## src/rtl/seq_div8.sv

```systemverilog
// seq_div8: iterative 16/8 unsigned restoring divider.
// A start in IDLE either answers immediately (divide-by-zero or quotient
// overflow) or loads the operands and runs eight restoring steps, one per
// clock, retiring the quotient MSB first. Results and flags are held between
// done pulses.
module seq_div8 (
  input  logic        clk,
  input  logic        rst,
  input  logic        start,
  input  logic [15:0] dividend,
  input  logic [7:0]  divisor,
  output logic [7:0]  quotient,
  output logic [7:0]  remainder,
  output logic        busy,
  output logic        done,
  output logic        dbz,
  output logic        ovf
);

  typedef enum logic {
    ST_IDLE = 1'b0,
    ST_RUN  = 1'b1
  } state_t;

  state_t      r_state;
  state_t      w_state_nxt;

  // Iteration counter: 0..7 while running, 8 after the last step.
  logic [3:0]  r_cnt;

  // Datapath: partial remainder, dividend/quotient shift register, divisor.
  // The partial remainder is always < divisor, so 8 bits hold it; the ninth
  // bit of the trial value only exists transiently in w_trial.
  logic [7:0]  r_part;
  logic [7:0]  r_qsh;
  logic [7:0]  r_dsr;

  // Held result registers.
  logic [7:0]  r_quo;
  logic [7:0]  r_rem;
  logic        r_done;
  logic        r_dbz;
  logic        r_ovf;

  // Control decodes for the current cycle.
  logic        w_accept;
  logic        w_err_dbz;
  logic        w_err_ovf;
  logic        w_finish;

  // One restoring step.
  logic [8:0]  w_trial;
  logic [7:0]  w_part_nxt;
  logic        w_qbit;

  // One restoring step: returns {quotient_bit, new_remainder}. When the trial
  // value is at least the divisor the difference is below the divisor, so the
  // low 8 bits of the subtraction are the exact new remainder.
  function automatic logic [8:0] f_restore_step(input logic [8:0] t,
                                                input logic [7:0] d);
    if (t >= {1'b0, d})
      return {1'b1, t[7:0] - d};
    else
      return {1'b0, t[7:0]};
  endfunction

  // Trial value: partial remainder shifted left with the next dividend bit.
  assign w_trial              = {r_part, r_qsh[7]};
  assign {w_qbit, w_part_nxt} = f_restore_step(w_trial, r_dsr);

  // Next-state and control decode; error cases never leave IDLE.
  always_comb begin
    w_state_nxt = r_state;
    w_accept    = 1'b0;
    w_err_dbz   = 1'b0;
    w_err_ovf   = 1'b0;
    w_finish    = 1'b0;
    case (r_state)
      ST_IDLE: begin
        if (start) begin
          if (divisor == 8'd0) begin
            w_err_dbz = 1'b1;
          end else if (dividend[15:8] >= divisor) begin
            // Upper half already >= divisor: quotient needs more than 8 bits.
            w_err_ovf = 1'b1;
          end else begin
            w_accept    = 1'b1;
            w_state_nxt = ST_RUN;
          end
        end
      end
      ST_RUN: begin
        if (r_cnt == 4'd7) begin
          w_finish    = 1'b1;
          w_state_nxt = ST_IDLE;
        end
      end
    endcase
  end

  // State register; reset aborts any division in flight.
  always_ff @(posedge clk or posedge rst) begin
    if (rst) r_state <= ST_IDLE;
    else     r_state <= w_state_nxt;
  end

  // Iteration counter: cleared on accept, counts every RUN edge.
  always_ff @(posedge clk or posedge rst) begin
    if (rst)                    r_cnt <= 4'd0;
    else if (w_accept)          r_cnt <= 4'd0;
    else if (r_state == ST_RUN) r_cnt <= r_cnt + 4'd1;
  end

  // Datapath registers: load operands on accept, shift one step per RUN edge.
  // Quotient bits enter at the LSB as dividend bits leave at the MSB.
  always_ff @(posedge clk) begin
    if (w_accept) begin
      r_part <= dividend[15:8];
      r_qsh  <= dividend[7:0];
      r_dsr  <= divisor;
    end else if (r_state == ST_RUN) begin
      r_part <= w_part_nxt;
      r_qsh  <= {r_qsh[6:0], w_qbit};
    end
  end

  // Result registers: updated only when a done is being issued.
  always_ff @(posedge clk or posedge rst) begin
    if (rst) begin
      r_done <= 1'b0;
      r_quo  <= 8'd0;
      r_rem  <= 8'd0;
      r_dbz  <= 1'b0;
      r_ovf  <= 1'b0;
    end else begin
      r_done <= w_err_dbz | w_err_ovf | w_finish;
      if (w_err_dbz | w_err_ovf) begin
        r_quo <= 8'hFF;
        r_rem <= dividend[7:0];
        r_dbz <= w_err_dbz;
        r_ovf <= w_err_ovf;
      end else if (w_finish) begin
        r_quo <= {r_qsh[6:0], w_qbit};
        r_rem <= w_part_nxt;
        r_dbz <= 1'b0;
        r_ovf <= 1'b0;
      end
    end
  end

  assign busy      = (r_state == ST_RUN);
  assign done      = r_done;
  assign quotient  = r_quo;
  assign remainder = r_rem;
  assign dbz       = r_dbz;
  assign ovf       = r_ovf;

endmodule
```

## config.mk

```make
export PLATFORM = sky130hd
export DESIGN_NAME = seq_div8
export DESIGN_NICKNAME = d
export VERILOG_FILES = /design/src/rtl/seq_div8.sv
export SDC_FILE = /design/constraint.sdc
export NUM_CORES = 1
export LEC_CHECK = 0
export ABC_AREA = 1
export CAP_MARGIN = 10
export CORE_MARGIN = 2
export CORE_UTILIZATION = 30
export CTS_BUF_LIST = sky130_fd_sc_hd__clkbuf_8
export DETAILED_ROUTE_END_ITERATION = 8
export PLACE_DENSITY = 0.53
export SYNTH_ARGS = -nofsm -noshare
export SYNTH_HDL_FRONTEND = slang
export SYNTH_SLANG_ARGS = --single-unit
```

## constraint.sdc

```tcl
create_clock -name clk -period 4.3 [get_ports clk]
set_input_delay 0.43 -clock clk [delete_from_list [all_inputs] [get_ports clk]]
set_output_delay 0.43 -clock clk [all_outputs]
set_load 0.005 [all_outputs]
```

==> reports/summary.txt <==
======================================================================================
Die X-Extent ............................................................       102 um
Sequential area share after synthesis ...................................        46.1%
Fillers .................................................................          944
Postcts setup bufs ......................................................            0
Commonest non-fill, non-tap cells in the layout ......................... sky130_fd_sc_hd__nand2_1 (85), sky130_fd_sc_hd__clkdlybuf4s50_1 (46), sky130_fd_sc_hd__inv_1 (37)
Crit Path Class ......................................................... primary input to flop
First-pass GRT wire length ..............................................     10900 um
Vias in the first global route ..........................................         2246
Worst-path fanout max ...................................................           16
Core area ...............................................................    9240 um^2
Critical path launch point ..............................................   divisor[1]
Max Transition Viols Final ..............................................            0
Hold path startpoint ....................................................          dbz
DRT iter0 DRCs ..........................................................          111
Portion of total power attributed to the clock network ..................        17.2%
GRT Overall Usage .......................................................        13.6%
Final critical delay including setup and external delays ................      2.43 ns
Number of nets in the synthesized netlist ...............................          374
Synthesis-to-finish area growth .........................................        25.0%
Final nets ..............................................................          421
Share of the clock period used by the worst path ........................        56.6%
Placed inst area ........................................................    3440 um^2
Worst slew pin tran .....................................................     0.921 ns
Inserted Diodes .........................................................            0
Worst-case vdd ir drop ..................................................       225 uV
Number of antenna violations at the first check in global routing .......            0
Global route total overflow .............................................            0
Max_cap viols ...........................................................            0
Design Area, Final ......................................................    3580 um^2
Rel. slew slack .........................................................        38.5%
CTS H-Tree Depth ........................................................            2
Number of buffers on the longest clock path .............................            2
Number of vias after detailed routing ...................................         2319
Share of final-layout standard cells stronger than drive strength 1 .....        12.2%
FF/Latch Area ...........................................................    1320 um^2
Combined area of all synthesized cells ..................................    2870 um^2
Commonest non-fill, non-tap cell in the layout .......................... sky130_fd_sc_hd__nand2_1
Peak Freq ...............................................................    0.411 GHz
Worst Path Required .....................................................      4.24 ns
Cell count of the worst reg-to-reg path .................................           10
Multi-input gate area in the final layout ...............................    1330 um^2
Final sum of negative setup slack .......................................         0 ns
Routability cong. .......................................................        0.830
Buffer type at the clock tree root ...................................... sky130_fd_sc_hd__clkbuf_8
Post-synth top area cell ................................................ sky130_fd_sc_hd__edfxtp_1
Clock slew at the register clock pins of the worst setup and hold paths .      0.09 ns
Clock latency on the worst-skew pair ....................................      0.30 ns
Synth Area per Inst .....................................................    8.71 um^2
Power density cells .....................................................  650 nW/um^2
Sort of element at the end of the critical path .........................         flop
Outcome ................................................................. finished, final reports clean
Number of vias per cell after detailed routing ..........................         4.58
Wirelength per Cell .....................................................      13.5 um
Top cell type's share of synthesized area ...............................        25.2%
Unrepaired setup endpoints after global routing .........................        false
Cells resized by post-CTS repair ........................................            0
Number of routed nets with antenna violations ...........................            0
Leak Pwr ................................................................   0.00162 uW
Starting utilization of the core area ...................................        31.0%
Top-level I/O count .....................................................           47
CP Launch Type .......................................................... primary input
WP data arrival .........................................................      2.37 ns
Internal ................................................................      1440 uW
HPWL Detailed ...........................................................      5250 um
Clock tree skew after final layout ......................................   0.00749 ns
Clock tree from TritonCTS ...............................................         done
Comb pwr share ..........................................................        47.3%
Setup Viol. Count Final .................................................            0
Die Ht ..................................................................       102 um
Synthesis-stage register bit count ......................................           48
Final hold violation count ..............................................            0
P_sw ....................................................................       886 uW
Maximum number of pins on one net before global-route repair ............           27
Synthesized instance count ..............................................          329
Residual DRC count ......................................................            0
Power share of the sequential group .....................................        35.5%
Area of the die .........................................................   10300 um^2
Detailed-route wire length ..............................................      6820 um
# port buffers ..........................................................           46
Number of buffers created by CTS ........................................            5
Row Count ...............................................................           35
Distinct cell type count after synthesis ................................           31
Main area contributors after synthesis .................................. sky130_fd_sc_hd__edfxtp_1 (25%), sky130_fd_sc_hd__dfrtp_1 (21%), sky130_fd_sc_hd__nand2_1 (11%)
Number of sinks on the clock net ........................................           48
Yosys synthesis warning count ...........................................            0
CTS Hold Buffers Added ..................................................            0
Sw Share ................................................................        38.1%
Detailed-router iteration count before antenna repair ...................            4
Hold Crit Depth .........................................................            2
Hold crit path type ..................................................... flop to flop
Worst r2r src ...........................................................     r_dsr[0]
======================================================================================
power groups by stage:
stage | logic (uW) | registers [uW] | clock network, uW
3_3_place_gp | 1100 | 837 | 0
4_1_cts | 1110 | 828 | 409
2_1_floorplan | 767 | 813 | 0
5_1_grt | 1250 | 845 | 426
6_report | 1100 | 825 | 401
3_5_place_dp | 1110 | 838 | 0
kinds of logic after synthesis:
group | synth area share, %
AND/OR/NAND/NOR | 32.9
buffers and inverters | 7.38
flip-flops | 46.1
AO/OA/AOI/OAI | 4.54
adder cells (fa/ha/maj) | 8.12
XOR/XNOR | 0.917
cell type report:
class | instances | area share, %
tap | 129 | 4.51
clock buffer | 5 | 1.92
timing repair buffer | 46 | 12.9
inverter | 44 | 4.68
sequential | 48 | 36.9
clock inverter | 3 | 1.92
multi-input combinational | 231 | 37.2
per-stage QoR:
stage	hold slack, ns	total power (uW)	instances	worst slack (ns)	util [%]
3_5_place_dp	0.488	1940	498	1.53	37.3
5_1_grt	0.551	2520	506	1.69	38.8
3_3_place_gp	0.487	1940	498	1.56	37.3
4_1_cts	0.510	2350	506	1.86	38.8
2_1_floorplan	0.445	1580	329	2.28	-
6_report	0.504	2330	506	1.87	38.8
layer usage:
metal / up-vias / GRT usage [%] / routed length, um
met1: 1099 / 17.6 / 3210
li1: 1176 / - / -
met5: - / 0 / 0
met2: 38 / 23.7 / 3320
met3: 6 / 2.62 / 227
met4: 0 / 3.01 / 62
cell usage after synthesis, drive strengths merged:
library cell,number
nand4,12
dfrtp,24
buf,6
o21a,1
nor2,24
nand3,39
inv,44
nand2,102
nor3,2
nand3b,8
o211ai,2
xor2,2
edfxtp,24
fa,1
a21oi,8
ha,17
xnor2,1
o21ai,12
state kept, by name (all words and copies together), names as in the netlist:
name and flops:
r_dsr 8, done 1, remainder 8, r_qsh 8, quotient 8, r_cnt 4, busy 1, r_part 8
ovf 1, dbz 1
worst max-delay path, stage by stage:
cell and delay (ns):
sky130_fd_sc_hd__clkdlybuf4s50_1 0.50, sky130_fd_sc_hd__inv_1 0.06, sky130_fd_sc_hd__ha_1 0.28, sky130_fd_sc_hd__nand2_1 0.07, sky130_fd_sc_hd__nand3_1 0.08, sky130_fd_sc_hd__nand2_1 0.06, sky130_fd_sc_hd__nand2_1 0.04, sky130_fd_sc_hd__nand2_1 0.07
sky130_fd_sc_hd__nand2_2 0.09, sky130_fd_sc_hd__inv_2 0.09, sky130_fd_sc_hd__nand2_1 0.09, sky130_fd_sc_hd__nand2_1 0.52
worst paths after layout:
check,end,slack (ns)
worst max register to register,r_part[6],2.26
worst min-delay path,dbz,0.50
min in group asynchronous,quotient[4],0.62
max in group asynchronous,remainder[3],3.12
worst min register to register,dbz,0.50
worst max-delay path,r_qsh[3],1.87
Power figures use the tool's default switching activity.
